File: config.mk
export PLATFORM = sky130hd
export DESIGN_NAME = jtcontra_snd_mix
export DESIGN_NICKNAME = d
export VERILOG_FILES = /design/src/rtl/jtcontra_snd_pkg.sv /design/src/rtl/jtcontra_snd_sat.sv /design/src/rtl/jtcontra_snd_mix.sv
export SDC_FILE = /design/constraint.sdc
export NUM_CORES = 1
export LEC_CHECK = 0
export ABC_AREA = 1
export BUFFER_PORTS_ARGS = -buffer_cell sky130_fd_sc_hd__buf_4
export CAP_MARGIN = 20
export CORE_ASPECT_RATIO = 0.5
export CORE_MARGIN = 3
export CORE_UTILIZATION = 50
export CTS_BUF_LIST = sky130_fd_sc_hd__clkbuf_8
export DETAILED_ROUTE_END_ITERATION = 8
export GPL_TIMING_DRIVEN = 0
export PLACE_DENSITY_LB_ADDON = 0.12
export SLEW_MARGIN = 10
export SYNTH_ARGS = -nofsm -noshare
export SYNTH_HDL_FRONTEND = slang
export SYNTH_SLANG_ARGS = --single-unit
File: constraint.sdc
create_clock -name clk -period 5.2 [get_ports clk]
set_input_delay 1.04 -clock clk [delete_from_list [all_inputs] [get_ports clk]]
set_output_delay 1.04 -clock clk [all_outputs]
set_load 0.1 [all_outputs]
File: src/rtl/jtcontra_snd_pkg.sv
// Shared types and constants for the Contra sound post-mix stage.
// FSM encoding, saturation limits and the unity gain value.
package jtcontra_snd_pkg;

    typedef enum logic [2:0] {
        IDLE,
        L_DC,
        L_GAIN,
        R_DC,
        R_GAIN,
        OUT
    } state_t;

    localparam int YW_DEF = 20;

    localparam logic signed [15:0] S16_MAX = 16'sh7fff;
    localparam logic signed [15:0] S16_MIN = 16'sh8000;

    localparam logic signed [YW_DEF-1:0] SYW_MAX = {1'b0, {(YW_DEF-1){1'b1}}};
    localparam logic signed [YW_DEF-1:0] SYW_MIN = {1'b1, {(YW_DEF-1){1'b0}}};

    localparam logic [7:0] GAIN_UNITY = 8'h10;

endpackage

File: src/rtl/jtcontra_snd_sat.sv
// Combinational saturating narrow of a signed value.
// Clips IW-bit input to the OW-bit two's complement range.
module jtcontra_snd_sat #(
    parameter int IW = 25,
    parameter int OW = 16
) (
    input  logic signed [IW-1:0] din,
    output logic signed [OW-1:0] dout
);

    localparam int XW = IW - OW + 1;

    logic [XW-1:0] top_bits;

    assign top_bits = din[IW-1:OW-1];

    // pass low bits when the discarded top bits are pure sign, else clip
    always_comb begin
        dout = din[OW-1:0];
        if (top_bits != {XW{din[IW-1]}}) begin
            dout = din[IW-1] ? {1'b1, {(OW-1){1'b0}}}
                             : {1'b0, {(OW-1){1'b1}}};
        end
    end

endmodule

File: src/rtl/jtcontra_snd_mix.sv
// Contra FM post-processing: DC-removal high-pass, gain, clip.
// One shared datapath walks left then right per sample edge.
module jtcontra_snd_mix
    import jtcontra_snd_pkg::*;
#(
    parameter int DC_SHIFT = 8,
    parameter int DC_EN    = 1,
    parameter int YW       = YW_DEF
) (
    input  logic               clk,
    input  logic               rst,
    input  logic               sample_in,
    input  logic signed [15:0] left_in,
    input  logic signed [15:0] right_in,
    input  logic        [7:0]  gain,
    input  logic               mute,
    output logic signed [15:0] snd_left,
    output logic signed [15:0] snd_right,
    output logic               sample,
    output logic               overrun
);

    state_t st;

    logic sample_d;
    logic new_smp;

    logic signed [15:0]   xl, xr;
    logic signed [YW-1:0] xl1, yl1, xr1, yr1;
    logic signed [YW-1:0] yreg;
    logic signed [15:0]   hold_l;

    logic                 is_r;
    logic signed [15:0]   x16;
    logic signed [YW-1:0] xs, x1s, y1s, ysh;
    logic signed [YW+1:0] acc;
    logic signed [YW-1:0] ydc, y_dc;

    logic signed [15:0] ys;
    logic        [24:0] ys25, g25;
    logic signed [24:0] p, pr;
    logic signed [15:0] rg;

    assign new_smp = sample_in & ~sample_d;

    // select the channel being filtered and form the high-pass sum
    always_comb begin
        is_r = (st == R_DC);
        x16  = is_r ? xr : xl;
        xs   = {{(YW-16){x16[15]}}, x16};
        x1s  = is_r ? xr1 : xl1;
        y1s  = is_r ? yr1 : yl1;
        ysh  = y1s >>> DC_SHIFT;
        acc  = {{2{xs[YW-1]}}, xs}
             - {{2{x1s[YW-1]}}, x1s}
             + {{2{y1s[YW-1]}}, y1s}
             - {{2{ysh[YW-1]}}, ysh};
    end

    jtcontra_snd_sat #(.IW(YW+2), .OW(YW)) u_sat_yw (
        .din  (acc),
        .dout (ydc)
    );

    // bypass the filter entirely when it is disabled
    always_comb begin
        y_dc = xs;
        if (DC_EN != 0) y_dc = ydc;
    end

    jtcontra_snd_sat #(.IW(YW), .OW(16)) u_sat_in (
        .din  (yreg),
        .dout (ys)
    );

    // 16 x unsigned 8-bit product; low 25 bits are sign-agnostic
    always_comb begin
        ys25 = {{9{ys[15]}}, ys};
        g25  = {17'd0, gain};
        p    = ys25 * g25;
        pr   = p >>> 4;
    end

    jtcontra_snd_sat #(.IW(25), .OW(16)) u_sat_out (
        .din  (pr),
        .dout (rg)
    );

    // sequencer: outputs are loaded in R_GAIN so they show during OUT
    always_ff @(posedge clk) begin
        if (rst) begin
            st        <= IDLE;
            sample_d  <= 1'b0;
            sample    <= 1'b0;
            overrun   <= 1'b0;
            snd_left  <= '0;
            snd_right <= '0;
            xl        <= '0;
            xr        <= '0;
            xl1       <= '0;
            yl1       <= '0;
            xr1       <= '0;
            yr1       <= '0;
            yreg      <= '0;
            hold_l    <= '0;
        end else begin
            sample_d <= sample_in;
            sample   <= 1'b0;
            if (new_smp && st != IDLE) overrun <= 1'b1;
            unique case (st)
                IDLE: begin
                    if (new_smp) begin
                        xl <= left_in;
                        xr <= right_in;
                        st <= L_DC;
                    end
                end
                L_DC: begin
                    yreg <= y_dc;
                    if (DC_EN != 0) begin
                        xl1 <= xs;
                        yl1 <= ydc;
                    end
                    st <= L_GAIN;
                end
                L_GAIN: begin
                    hold_l <= rg;
                    st     <= R_DC;
                end
                R_DC: begin
                    yreg <= y_dc;
                    if (DC_EN != 0) begin
                        xr1 <= xs;
                        yr1 <= ydc;
                    end
                    st <= R_GAIN;
                end
                R_GAIN: begin
                    snd_left  <= mute ? '0 : hold_l;
                    snd_right <= mute ? '0 : rg;
                    sample    <= 1'b1;
                    st        <= OUT;
                end
                OUT: begin
                    st <= IDLE;
                end
                default: begin
                    st <= IDLE;
                end
            endcase
        end
    end

endmodule

### Word level (Yosys, flattened, before mapping)

Cells that the tools add are included.

| cells by class | value |
|---|---|
| add/subtract/negate cells | 3 |
| $mul | 1 |
| divide/modulo/power cells | 0 |
| $lt $le $gt $ge | 0 |
| equal/unequal tests | 8 |
| shift-type cells | 0 |
| muxes and demuxes | 14 |
| bitwise gates (word level) | 2 |
| reduce and logical (&&, ||, !) cells | 5 |

Operator list:

| cell | number |
|---|---|
| two-way mux 16 bit | 7 |
| two-way mux 20 bit | 4 |
| multiplier 16 x 9 -> 25 bit | 1 |
| adder 21 x 20 -> 22 bit | 1 |
| subtractor 22 bit | 1 |
| subtractor 16 x 20 -> 21 bit | 1 |
| one-hot mux 3 bit (5 select lines) | 1 |
| equality test 3 x 2 -> 1 bit, second input constant | 2 |
| inequality test 5 bit | 1 |
| inequality test 4 bit | 1 |
| equality test 3 x 1 -> 1 bit, second input constant | 1 |
| equality test 3 bit, second input constant | 1 |
| zero test 3 bit | 1 |
| two-way mux 3 bit | 1 |
| nonzero test 3 bit | 1 |
| inequality test 2 bit | 1 |
| inequality test 2 bit, second input constant | 1 |
| AND reduction 2 bit | 1 |
| OR reduction 2 bit | 1 |
| AND 1 bit | 1 |
| logical AND 1 bit | 1 |
| two-way mux 1 bit | 1 |
| NOT 1 bit | 1 |

| word-level totals | value |
|---|---|
| bits in registers | 178 |
| latch bits | 0 |
| RAM bits | 0 |
| memory bits (read-only) | 0 |
| input bits | 44 |
| output and inout port bits | 34 |
| memories | 0 |

### Longest topological paths before layout

| logic depth | value |
|---|---|
| depth in word-level cells | 7 |
| depth in mapped cells | 38 |

### Modules after synthesis

From an unflattened synthesis, not the netlist that was laid out.

| second synthesis, totals | value |
|---|---|
| cell total of the unflattened synthesis | 2176 |
| area, all modules | 14813.0 sq um |

Modules (own cells, without submodules):

| module | times used | cells each | area an instance (sq um) | seq. area each (sq um) |
|---|---|---|---|---|
| jtcontra_snd_mix | 1 | 2034 | 14137.3 | 3563.4 |
| jtcontra_snd_sat at u_sat_in | 1 | 45 | 227.7 | 0.0 |
| jtcontra_snd_sat at u_sat_out | 1 | 53 | 227.7 | 0.0 |
| jtcontra_snd_sat at u_sat_yw | 1 | 44 | 220.2 | 0.0 |

### Worst setup path after synthesis

Ideal clock, no wire load.

| timing | value |
|---|---|
| path type | input to register |
| start | input port gain[2] |
| end | register hold_l[10] |
| setup time | 113 ps |
| arrival time | 5534 ps |
| data required time | 5087 ps |
| path slack | -447 ps |
| stages on the path | 27 |
| cell sequence | clkbuf_1 > clkbuf_1 > nand2_1 > fa_1 > inv_1 > fa_1 > fa_1 > inv_1 > fa_1 > inv_1 > ha_1 > a21oi_1 > nand2_1 > nand3b_1 > nand2_1 > nand2_1 > nand2_1 > nand2_1 > nand2_1 > nand2_1 > nor2_4 > nand2_1 > nand2_2 > buf_6 > nand2_1 > o21ai_1 > inv_1 |

| between the ends | value |
|---|---|
| cells in the longest elaborated chain, start to end | 3 |
| elaborated cells on any way between the ends | 4 |

RTL lines:

| what | RTL line | text |
|---|---|---|
| from (decl) | jtcontra_snd_mix.sv:15 | `input logic [7:0] gain,` |
| multiplier 16 x 9 -> 25 bit * | jtcontra_snd_mix.sv:80 | `p = ys25 * g25;` |
| inequality test 5 bit or two-way mux 16 bit (tied branches) | jtcontra_snd_sat.sv:20, jtcontra_snd_sat.sv:21 |  |
| two-way mux 16 bit * | jtcontra_snd_sat.sv:20 | `if (top_bits != {XW{din[IW-1]}}) begin` |
| to (signal assigned) | jtcontra_snd_mix.sv:127 | `hold_l <= rg;` |
| to (decl) | jtcontra_snd_mix.sv:31 | `logic signed [15:0] hold_l;` |

Every way passes the cells marked *; elsewhere a longest branch is shown, timed or not.
A chain may end at the register's enable or synchronous reset.

### Worst setup path after layout

| timing | value |
|---|---|
| start | register yreg[18] |
| end | register snd_right[4] |

| between the ends | value |
|---|---|
| cells in the longest elaborated chain, start to end | 6 |
| elaborated cells on any way between the ends | 7 |

RTL lines:

| what | RTL line | text |
|---|---|---|
| from (decl) | jtcontra_snd_mix.sv:30 | `logic signed [YW-1:0] yreg;` |
| from (signal assigned) | jtcontra_snd_mix.sv:119 | `yreg <= y_dc;` |
| from (signal assigned) | jtcontra_snd_mix.sv:131 | `yreg <= y_dc;` |
| inequality test 4 bit * | jtcontra_snd_sat.sv:20 |  |
| two-way mux 16 bit * | jtcontra_snd_sat.sv:20 |  |
| multiplier 16 x 9 -> 25 bit * | jtcontra_snd_mix.sv:80 |  |
| inequality test 5 bit or two-way mux 16 bit (tied branches) | jtcontra_snd_sat.sv:20, jtcontra_snd_sat.sv:21 |  |
| two-way mux 16 bit * | jtcontra_snd_sat.sv:20 |  |
| two-way mux 16 bit * | jtcontra_snd_mix.sv:140 | `snd_right <= mute ? '0 : rg;` |
| to (signal assigned) | jtcontra_snd_mix.sv:140 |  |
| to (decl) | jtcontra_snd_mix.sv:18 | `output logic signed [15:0] snd_right,` |

Marks and branches as above.

==> key figures <==
Clock network
  • H-tree depth: 4
  • Root buf cell: clkbuf_8
  • Maximum clock path buffer count: 2
  • CTS tree: built
  • Clk sinks: 178
  • Cts hold-fix bufs: 0
  • Worst-Skew Late Latency: 0.51 ns
  • Cts bufs inserted: 17
  • Clock transition at path regs: 0.09 ns

Timing
  • Fin worst setup slack: -0.459 ns
  • Final count of pins violating max slew: 0
  • Fmax: 177 MHz
  • Setup Viol. Count Final: 31
  • Final period util: 1.09
  • Slew headroom: 0.487
  • Clk_skew: 0.0182 ns
  • Count of final hold-check violations: 0
  • Fin crit period: 5.66 ns
  • RSZ-0062 raised after global routing: yes
  • Slew @ Worst Pin: 0.769 ns
  • Setup TNS: -12.48 ns

Worst setup path
  • Slowest CP cell: fa_1
  • Worst setup SP type: flip-flop
  • Crit Path Class: reg -> reg
  • Most used cell, CP: nand2_1
  • WP data required: 5.63 ns
  • Critical path launch point: yreg[18]
  • CP Max Fanout: 7
  • Worst Path Arrival: 6.09 ns
  • CP Capture Type: flip-flop
  • CP peak stage delay: 0.55 ns
  • Worst flop-to-flop path startpoint: yreg[18]

Die
  • Die area: 31,900 um^2
  • Site Rows: 43
  • Die X: 249 um
  • Top Ports: 78
  • Die height: 128 um
  • Core area: 28,400 um^2
  • Initial Util: 0.521

Run
  • Max-Cap Viols: 0

Yosys
  • Cells after Synth: 2,054
  • Fraction of registers with async set/reset: 0
  • Distinct cell type count after synthesis: 54
  • Seq/Total Area, Yosys: 0.241
  • Synth Cell Area: 14,800 um^2
  • Ys Warns: 0
  • Synthesis-stage register bit count: 178
  • Post-synth EDFFs: 0
  • Post-Syn Area per Cell: 7.21 um^2
  • Top_reg_cell synth: dfxtp_1
  • Post-Syn Nets: 2,305

GRT
  • Total track usage: 0.260
  • Initial antenna violation count: 0
  • First-pass GRT wire length: 66.0 mm
  • Number of global-route vias before repair: 12,900
  • Largest net degree at the start of global routing: 17
  • Grt ovf: 0

Route
  • Vias/cell: 5.06
  • Total iterations of the first detailed-routing run: 5
  • Detailed Route WL: 40.4 mm
  • Detail Route Antenna Nets: 0
  • Routed via count: 13,000
  • DRC: 0
  • Avg WL per Cell: 15.6 um
  • Initial DRC Count: 1,018

Placement
  • Gpl congestion: 0.923
  • Port bufs: 75
  • Post-DP HPWL: 31.7 mm

Layout
  • Share of layout cells above drive strength 1: 0.195
  • Antenna fix cells: 0
  • Area grow syn2layout: 19.0%
  • # nets final: 2,437
  • FILL cells: 2,628

Worst hold path
  • Critical hold path startpoint: xr1[8]
  • Worst Hold Class: reg -> reg

Outcome
  • Failing checks: setup timing
  • Status: finished, violations left
cells in the final DEF, fill, tap and decap left out, types with 23 or more instances in the layout:
master	instances
inv_1	397
clkbuf_1	39
nand3_2	32
clkbuf_8	23
o21ai_0	80
nor2_1	176
dfxtp_1	176
ha_1	51
inv_2	26
nand2_1	394
nand2_2	44
a21oi_1	144
o21ai_1	23
buf_4	107
fa_1	135
nand3_1	73
path summary, 6_finish.rpt:
check / endpoint / slack [ns] / cells past startpoint
worst max-delay path: snd_right[4] / -0.46 / 33
worst min-delay path: xr1[8] / 0.46 / 2
worst max register to register: snd_right[4] / -0.46 / 33
worst min register to register: xr1[8] / 0.46 / 2
stage by stage:
| stage | util | instance area, um^2 | setup slack, ns | hold slack (ns) | instances |
|---|---|---|---|---|---|
| 2_1_floorplan | - | 14900 | -0.180 | 0.430 | 2054 |
| 3_3_place_gp | 0.561 | 15900 | -1.10 | 0.442 | 2511 |
| 3_5_place_dp | 0.561 | 15900 | -1.19 | 0.447 | 2511 |
| 4_1_cts | 0.606 | 17200 | -0.392 | 0.461 | 2569 |
| 5_1_grt | 0.621 | 17600 | -0.840 | 0.481 | 2581 |
| 6_report | 0.621 | 17600 | -0.459 | 0.461 | 2581 |
logic make-up (layout without fill, tap and decap cells):
family | Yosys count | after routing | synth area share
muxes | 2 | 2 | 0.00135
buffers and inverters | 515 | 660 | 0.141
and+or+nand+nor | 804 | 804 | 0.241
AOI/OAI and AO/OA | 315 | 315 | 0.112
DFF | 178 | 178 | 0.241
adders and majority gates | 207 | 207 | 0.245
xor gates and xnor gates | 33 | 33 | 0.0195
routing by layer:
metal,GRT usage,vias up,share of wire
met2,0.438,293,0.47
met1,0.356,6198,0.46
li1,-,6506,-
met3,0.0334,51,0.046
met4,0.0705,0,0.021
met5,0,-,0
Yosys cell counts, types with 4 or more instances:
master / n / area (um^2)
a21oi_1: 172 / 861
a31oi_1: 4 / 25.0
buf_1: 4 / 15.0
buf_2: 10 / 50.1
buf_6: 4 / 45.0
clkbuf_1: 54 / 203
clkinv_1: 4 / 15.0
dfxtp_1: 178 / 3560
fa_1: 138 / 2760
ha_1: 69 / 863
inv_1: 421 / 1580
inv_2: 4 / 15.0
nand2_1: 445 / 1670
nand2_2: 11 / 68.8
nand3_1: 81 / 405
nand3_2: 25 / 250
nand3_4: 11 / 193
nand3b_1: 4 / 30.0
nand4_1: 6 / 37.5
nor2_1: 198 / 743
nor2_4: 5 / 56.3
nor3_1: 6 / 30.0
o21ai_0: 90 / 450
o21ai_1: 28 / 140
o21bai_1: 6 / 45.0
xnor2_1: 13 / 114
xor2_1: 20 / 175
sequential cells by signal, indices dropped and copies added, names as in the netlist, 3 cells and up:
name and flops:
yl1 20, yr1 20, yreg 20, hold_l 16, snd_left 16, snd_right 16
xl1 16, xl 16, xr1 16, xr 16, st 3
repair_timing:
| action | CTS | global route |
|---|---|---|
| setup buffers | 24 | 12 |
| resized for setup | 160 | 101 |
| setup endpoints to repair | 92 | 89 |
| cloned | 2 | 0 |
| pin swaps | 56 | 23 |
cell type report:
class | instances | area, um^2 | share of cell area
Timing Repair Buffer | 113 | 953 | 0.0541
Multi-Input combinational cell | 1361 | 10000 | 0.568
Sequential cell | 178 | 3570 | 0.202
Tap cell | 382 | 478 | 0.0271
Buffer | 85 | 578 | 0.0328
Inverter | 430 | 1630 | 0.0923
Clock buffer | 20 | 275 | 0.0156
Clock inverter | 12 | 131 | 0.00745
worst max-delay path, delay by kind of cell (launching register included):
kind	cells	cell delay (ns)
AO/OA/AOI/OAI	4	0.45
adder cells (fa/ha/maj)	5	2.37
buffers and inverters	10	0.93
flip-flops	1	0.36
AND/OR/NAND/NOR	14	1.48
Power is not shown: default switching activity piles up to over one toggle a cycle in this logic, so the estimate is an artifact.
